[src/rtl/engine_ctrl_pkg.sv]
// engine_ctrl_pkg: shared state encoding, job record and defaults for the engine job controller
package engine_ctrl_pkg;
  localparam int DEF_N_IN = 2;
  localparam int DEF_N_OUT = 1;
  localparam int DEF_LEN_W = 16;
  localparam int DEF_TAG_W = 4;
  localparam logic [31:0] TO_MAX = '1;
  typedef enum logic [2:0] {
    S_IDLE,
    S_LAUNCH,
    S_START,
    S_RUN,
    S_FLUSH,
    S_DONE,
    S_ERR
  } ctrl_state_e;
  typedef struct packed {
    logic [DEF_N_IN*DEF_LEN_W-1:0]  len_in;
    logic [DEF_N_OUT*DEF_LEN_W-1:0] len_out;
    logic [DEF_TAG_W-1:0]           tag;
  } job_req_t;
endpackage

[src/rtl/engine_watchdog_cnt.sv]
// engine_watchdog_cnt: saturating stall counter, cleared or kicked to zero, expires at all-ones
module engine_watchdog_cnt
  import engine_ctrl_pkg::*;
#(
  parameter int TO_W = 20
) (
  input  logic clk_i,
  input  logic rst_i,
  input  logic clr_i,
  input  logic kick_i,
  output logic expire_o
);
  logic [TO_W-1:0] r_cnt;
  assign expire_o = r_cnt == TO_MAX[TO_W-1:0];
  always_ff @(posedge clk_i or posedge rst_i)
    if (rst_i) r_cnt <= '0;
    else if (clr_i | kick_i) r_cnt <= '0;
    else if (!expire_o) r_cnt <= r_cnt + TO_W'(1);
endmodule

[src/rtl/engine_job_ctrl.sv]
// engine_job_ctrl: accepts one job at a time, launches streamers and engine, and reports
// completion or watchdog timeout with the job tag.
module engine_job_ctrl
  import engine_ctrl_pkg::*;
#(
  parameter int N_IN  = DEF_N_IN,
  parameter int N_OUT = DEF_N_OUT,
  parameter int LEN_W = DEF_LEN_W,
  parameter int TAG_W = DEF_TAG_W,
  parameter int TO_W  = 20
) (
  input  logic                   clk_i,
  input  logic                   rst_i,
  input  logic                   clear_i,
  input  logic                   job_valid_i,
  output logic                   job_ready_o,
  input  logic [N_IN*LEN_W-1:0]  job_len_in_i,
  input  logic [N_OUT*LEN_W-1:0] job_len_out_i,
  input  logic [TAG_W-1:0]       job_tag_i,
  output logic [N_IN-1:0]        src_start_o,
  output logic [N_OUT-1:0]       snk_start_o,
  input  logic [N_IN-1:0]        src_done_i,
  input  logic [N_OUT-1:0]       snk_done_i,
  output logic                   eng_start_o,
  output logic [N_IN*LEN_W-1:0]  eng_max_in_o,
  output logic [N_OUT*LEN_W-1:0] eng_max_out_o,
  input  logic                   eng_done_i,
  input  logic                   eng_idle_i,
  input  logic                   hs_any_i,
  output logic                   busy_o,
  output logic                   evt_done_o,
  output logic [TAG_W-1:0]       evt_tag_o,
  output logic                   err_timeout_o
);
  ctrl_state_e      r_state;
  logic [TAG_W-1:0] r_tag;
  logic             r_eng_seen;
  logic             w_zero;
  logic             w_eng;
  logic             w_run_ok;
  logic             w_active;
  logic             w_wd_clr;
  logic             w_expire;
  logic             w_unused_idle;
  assign job_ready_o   = r_state == S_IDLE;
  assign busy_o        = r_state != S_IDLE;
  assign w_unused_idle = eng_idle_i;
  // engine done may be a single-cycle pulse, so remember it until the sources finish
  assign w_eng    = eng_done_i | r_eng_seen;
  assign w_run_ok = w_eng & (&src_done_i);
  assign w_active = (r_state == S_RUN) | (r_state == S_FLUSH);
  assign w_wd_clr = clear_i | ~w_active | ((r_state == S_RUN) & w_run_ok);
  always_comb begin
    w_zero = 1'b0;
    for (int k = 0; k < N_IN; k++) w_zero = w_zero | ~|job_len_in_i[k*LEN_W +: LEN_W];
    for (int k = 0; k < N_OUT; k++) w_zero = w_zero | ~|job_len_out_i[k*LEN_W +: LEN_W];
  end
  engine_watchdog_cnt #(.TO_W(TO_W)) u_wd (
    .clk_i   (clk_i),
    .rst_i   (rst_i),
    .clr_i   (w_wd_clr),
    .kick_i  (hs_any_i),
    .expire_o(w_expire)
  );
  always_ff @(posedge clk_i or posedge rst_i)
    if (rst_i) begin
      r_state       <= S_IDLE;
      r_tag         <= '0;
      r_eng_seen    <= 1'b0;
      src_start_o   <= '0;
      snk_start_o   <= '0;
      eng_start_o   <= 1'b0;
      eng_max_in_o  <= '0;
      eng_max_out_o <= '0;
      evt_done_o    <= 1'b0;
      evt_tag_o     <= '0;
      err_timeout_o <= 1'b0;
    end else begin
      src_start_o <= '0;
      snk_start_o <= '0;
      eng_start_o <= 1'b0;
      evt_done_o  <= 1'b0;
      if (clear_i) begin
        r_state       <= S_IDLE;
        r_eng_seen    <= 1'b0;
        err_timeout_o <= 1'b0;
      end else
        case (r_state)
          S_IDLE:
            if (job_valid_i) begin
              eng_max_in_o  <= job_len_in_i;
              eng_max_out_o <= job_len_out_i;
              r_tag         <= job_tag_i;
              r_eng_seen    <= 1'b0;
              err_timeout_o <= 1'b0;
              if (w_zero) begin
                r_state    <= S_DONE;
                evt_done_o <= 1'b1;
                evt_tag_o  <= job_tag_i;
              end else begin
                r_state     <= S_LAUNCH;
                src_start_o <= '1;
                snk_start_o <= '1;
              end
            end
          S_LAUNCH: begin
            r_state     <= S_START;
            eng_start_o <= 1'b1;
          end
          S_START: r_state <= S_RUN;
          S_RUN: begin
            if (eng_done_i) r_eng_seen <= 1'b1;
            if (w_run_ok) begin
              r_state    <= &snk_done_i ? S_DONE : S_FLUSH;
              evt_done_o <= &snk_done_i;
              evt_tag_o  <= &snk_done_i ? r_tag : evt_tag_o;
            end else if (w_expire) begin
              r_state       <= S_ERR;
              err_timeout_o <= 1'b1;
              evt_done_o    <= 1'b1;
              evt_tag_o     <= r_tag;
            end
          end
          S_FLUSH:
            if (&snk_done_i) begin
              r_state    <= S_DONE;
              evt_done_o <= 1'b1;
              evt_tag_o  <= r_tag;
            end else if (w_expire) begin
              r_state       <= S_ERR;
              err_timeout_o <= 1'b1;
              evt_done_o    <= 1'b1;
              evt_tag_o     <= r_tag;
            end
          default: r_state <= S_IDLE;
        endcase
    end
endmodule

[config.mk]
export PLATFORM = sky130hd
export DESIGN_NAME = engine_job_ctrl
export DESIGN_NICKNAME = d
export VERILOG_FILES = /design/src/rtl/engine_ctrl_pkg.sv /design/src/rtl/engine_watchdog_cnt.sv /design/src/rtl/engine_job_ctrl.sv
export SDC_FILE = /design/constraint.sdc
export NUM_CORES = 1
export LEC_CHECK = 0
export BUFFER_PORTS_ARGS = -buffer_cell sky130_fd_sc_hd__buf_4
export CORE_UTILIZATION = 51
export CTS_CLUSTER_DIAMETER = 60
export DETAILED_ROUTE_END_ITERATION = 12
export GPL_ROUTABILITY_DRIVEN = 0
export PLACE_DENSITY = 0.88
export SLEW_MARGIN = 20
export SYNTH_ARGS = -nofsm -noshare
export SYNTH_HDL_FRONTEND = slang
export SYNTH_SLANG_ARGS = --single-unit
[constraint.sdc]
create_clock -name clk_i -period 2.85 [get_ports clk_i]
set_input_delay 0 -clock clk_i [delete_from_list [all_inputs] [get_ports clk_i]]
set_output_delay 0 -clock clk_i [all_outputs]
set_load 0.02 [all_outputs]
==> summary.txt <==
Outcome
  – Status: completed

STA
  – FMAX: 371 MHz
  – Final min period: 2.69 ns
  – Setup TNS: 0 ns
  – Final Setup Violations: 0
  – Final slew viol count: 0
  – Period utilization: 94.5%
  – Final hold vios: 0
  – Clock Skews: 0.0206 ns
  – RSZ-0062 raised after global routing: no
  – Slew @ Worst Pin: 0.840 ns
  – Slew HR: 43.6%

Pwr
  – Leak: 0.00246 uW
  – PD cells: 662 nW/um^2
  – Peak supply drop: 452 uV

Worst setup path
  – Largest stage delay, worst path: 0.70 ns
  – FF-to-FF setup slack: 0.16 ns
  – Worst-path cell with the longest stage delay: or3_2
  – Arrival @ worst endpoint: 3.00 ns
  – Worst EP required: 3.16 ns
  – FF-to-FF Start: u_wd.r_cnt[1]$_DFFE_PP0P_
  – Critical Path End Type: flop
  – FF-to-FF End: err_timeout_o$_DFFE_PP0P_
  – Crit path max fanout: 15
  – Crit path cell chain: ha_1 -> inv_1 -> or3_2 -> nor2_4 -> a31oi_1 -> a211oi_1 -> dlygate4sd3_1
  – Crit Path Category: reg -> reg
  – FF-to-FF path depth: 7
  – CP Launch Type: flop

Floorplan
  – Die W: 89.2 microns
  – Core Box Area: 7290 sq um
  – Full die area: 7960 sq um
  – Initial Util: 53.2%
  – Cell Rows: 31
  – Ports: 122
  – Die height: 89.2 microns

Detailed routing
  – Iter 0 DRT Violations: 195
  – Post-DRT Antenna Nets: 0
  – Drt pass-1 iters: 4
  – Drt total wl: 11.8 mm
  – Via-to-Cell Ratio: 5.67
  – WL per Instance: 19.8 microns
  – DR vias: 3379
  – DRC viols: 0

Yosys
  – Mapped Area: 3880 sq um
  – Synth Area in Compound Gates: 8.10%
  – Xor/xnor share of the synthesized area: 4.29%
  – Yosys top cell by area: dfrtp_1
  – Syn Area/Cell: 12.2 sq um
  – Adder-Cell Fraction of Synth Area: 0.323%
  – Ys Warns: 0
  – Largest family of logic cells by synthesized area: multiplexers
  – Area share of the largest cell type after synthesis: 54.2%
  – Post-Synth Simple-Gate Area: 13.9%
  – Syn nets: 380
  – Post-synth cell types: 53
  – Top cells by area, synth: dfrtp_1 54%, mux2_2 15%, xor2_1 2.9%
  – Synth Instances: 317
  – Part of the Yosys area used for sequential elements: 54.2%
  – Proportion of synthesized area in mux cells: 15.4%
  – Seq cells post-synth: 84

Layout
  – Ant diodes: 0
  – Layout cell share with drive strength beyond 1: 41.0%
  – Final nets: 555
  – Finished Cell Area: 5580 sq um
  – P&R area growth vs syn: 43.8%
  – Final cell count without fillers: 596

Placed design
  – Placement Cell Area: 4810 sq um
  – I/O Buffers: 120
  – DP Cell Count: 522
  – DPL Wire Length: 6.57 mm

Global route
  – First-pass GRT wire length: 18.2 mm
  – Gr ovfl total: 0
  – GRT Overall Usage: 31.9%
  – Vias in the first global route: 3661
  – Pin count of the biggest net entering global routing: 50
  – Initial antenna violation count: 0

Min path
  – HP Class: in -> async

Clock tree
  – Clock latency on the worst-skew pair: 0.38 ns
  – Clock sinks: 84
  – Clock transition at path regs: 0.09 ns
  – CTS root buf: clkbuf_8
  – Clock Path Buffers: 2
  – H-tree depth: 3
  – Setup bufs post-CTS: 0
  – Total CTS buffers: 9
  – CTS tree: done

Flow run
  – MaxCap Viol Count: 0
[timing repair]
item | 4_1_cts | 5_1_grt
hold buffers | 58 | 0
hold endpoints to repair | 82 | 0
gates resized for setup | 0 | 1
setup endpoints to repair | 0 | 1
[routing by layer]
metal	vias to the layer above	part of all wire, %	GRT usage, %
met5	-	0	1.30
met2	178	53	54.1
met3	74	5.6	11.2
met4	0	7.6	28.4
met1	1625	34	30.4
li1	1502	-	-
[synth_stat cells, drive strengths merged]
cell / count
o211ai: 3
nand2b: 1
mux2: 52
mux2i: 1
and4: 2
a31oi: 1
nand3: 6
a21o: 1
nor2b: 1
and3: 4
o21ai: 10
nor3: 8
nand3b: 1
dfrtp: 84
or2: 1
and3b: 1
nor2: 28
a211oi: 2
or3b: 1
o31ai: 1
o211a: 1
nand2: 12
a32oi: 1
nor4: 14
o2bb2ai: 4
ha: 1
nor3b: 2
or3: 2
xnor2: 6
buf: 12
a21oi: 8
xor2: 13
a2bb2oi: 1
inv: 5
o221ai: 1
a22oi: 4
clkbuf: 5
o2111ai: 3
o21bai: 2
a41oi: 1
nand4: 10
[report_power, final]
part / leakage [uW] / switching, uW / internal, uW / total [uW]
Clock: 0.0000904 / 472 / 348 / 820
Combinational: 0.00132 / 638 / 619 / 1260
Sequential: 0.00105 / 176 / 1440 / 1620
Total: 0.00246 / 1290 / 2410 / 3690
[flip-flops by register name, indices dropped and copies added (netlist names)]
register and flops:
eng_max_in_o 32, u_wd.r_cnt 20, eng_max_out_o 16, evt_tag_o 4
r_tag 4, r_state 3, eng_start_o 1, err_timeout_o 1
evt_done_o 1, r_eng_seen 1, src_start_o 1
[cells by family (layout without fill, tap and decap cells)]
group                    after synthesis  after routing
multiplexers                          53             53
AND/OR/NAND/NOR                       94             94
buffers and inverters                 22            202
adder cells (fa/ha/maj)                1              1
flip-flops                            84             84
AO/OA/AOI/OAI                         44             44
XOR/XNOR                              19             19
[metrics by stage]
| step | setup WS [ns] | hold slack, ns | util (%) | power (uW) |
|---|---|---|---|---|
| finish | 0.156 | 0.157 | 76.5 | 3690 |
| global route | 0.0384 | 0.171 | 76.5 | 3840 |
| CTS | 0.188 | 0.139 | 76.5 | 3620 |
| detailed placement | 0.552 | 0.00520 | 65.9 | 2760 |
| global placement | 0.599 | -0.00205 | 65.9 | 2720 |
| floorplan | 0.685 | 0.0914 | - | 2220 |
[how the worst max path moves through the flow]
stage | slack, ns | to | start
floorplan | 0.68 | eng_max_in_o[0]$_DFFE_PP0P_ | rst_i
finish | 0.16 | err_timeout_o$_DFFE_PP0P_ | u_wd.r_cnt[1]$_DFFE_PP0P_
detailed placement | 0.55 | evt_tag_o[1]$_DFFE_PP0P_ | u_wd.r_cnt[0]$_DFFE_PP0P_
global route | 0.04 | err_timeout_o$_DFFE_PP0P_ | u_wd.r_cnt[0]$_DFFE_PP0P_
global placement | 0.60 | evt_tag_o[0]$_DFFE_PP0P_ | u_wd.r_cnt[0]$_DFFE_PP0P_
CTS | 0.19 | err_timeout_o$_DFFE_PP0P_ | u_wd.r_cnt[0]$_DFFE_PP0P_
[cells in the final DEF (no fill, tap or decap), types with 2 or more instances in the layout]
cell           synthesis  layout
buf_4                  2     122
dfrtp_1               84      84
clkbuf_8               0      10
nor4_1                13      13
mux2_2                51      51
nor3b_1                2       2
o21bai_1               2       2
nor3_2                 2       2
a211oi_1               2       2
o2111ai_1              3       3
o211ai_1               3       3
inv_1                  4       3
xor2_1                13      13
clkinv_2               0       2
o21ai_0               10      10
nor2_4                 2       2
nor3_1                 6       6
nor2_1                25      25
a21oi_1                8       8
and3_1                 4       4
xnor2_1                6       6
nand4_1                9       9
a22oi_1                4       4
nand3_1                6       6
clkinv_4               0       2
nand2_1               12      12
o2bb2ai_1              4       4
dlygate4sd3_1          0      58
clkinvlp_4             0       2
and4_1                 2       2
[cell type report]
class	count	area, sq um
Inverter	5	20.0
Fill cell	437	1720
Clock inverter	6	48.8
Timing Repair Buffer	181	1520
Tap cell	99	124
Multi-Input combinational cell	211	1630
Sequential cell	84	2100
Clock buffer	10	138
[critical path: cells and delay by family, from the launching register on]
family | cells | cell delay [ns]
AOI/OAI and AO/OA | 2 | 0.33
adders and majority gates | 1 | 0.31
buffers and inverters | 2 | 0.63
DFF | 1 | 0.44
and+or+nand+nor | 2 | 0.92
Power figures use the tool's default switching activity.
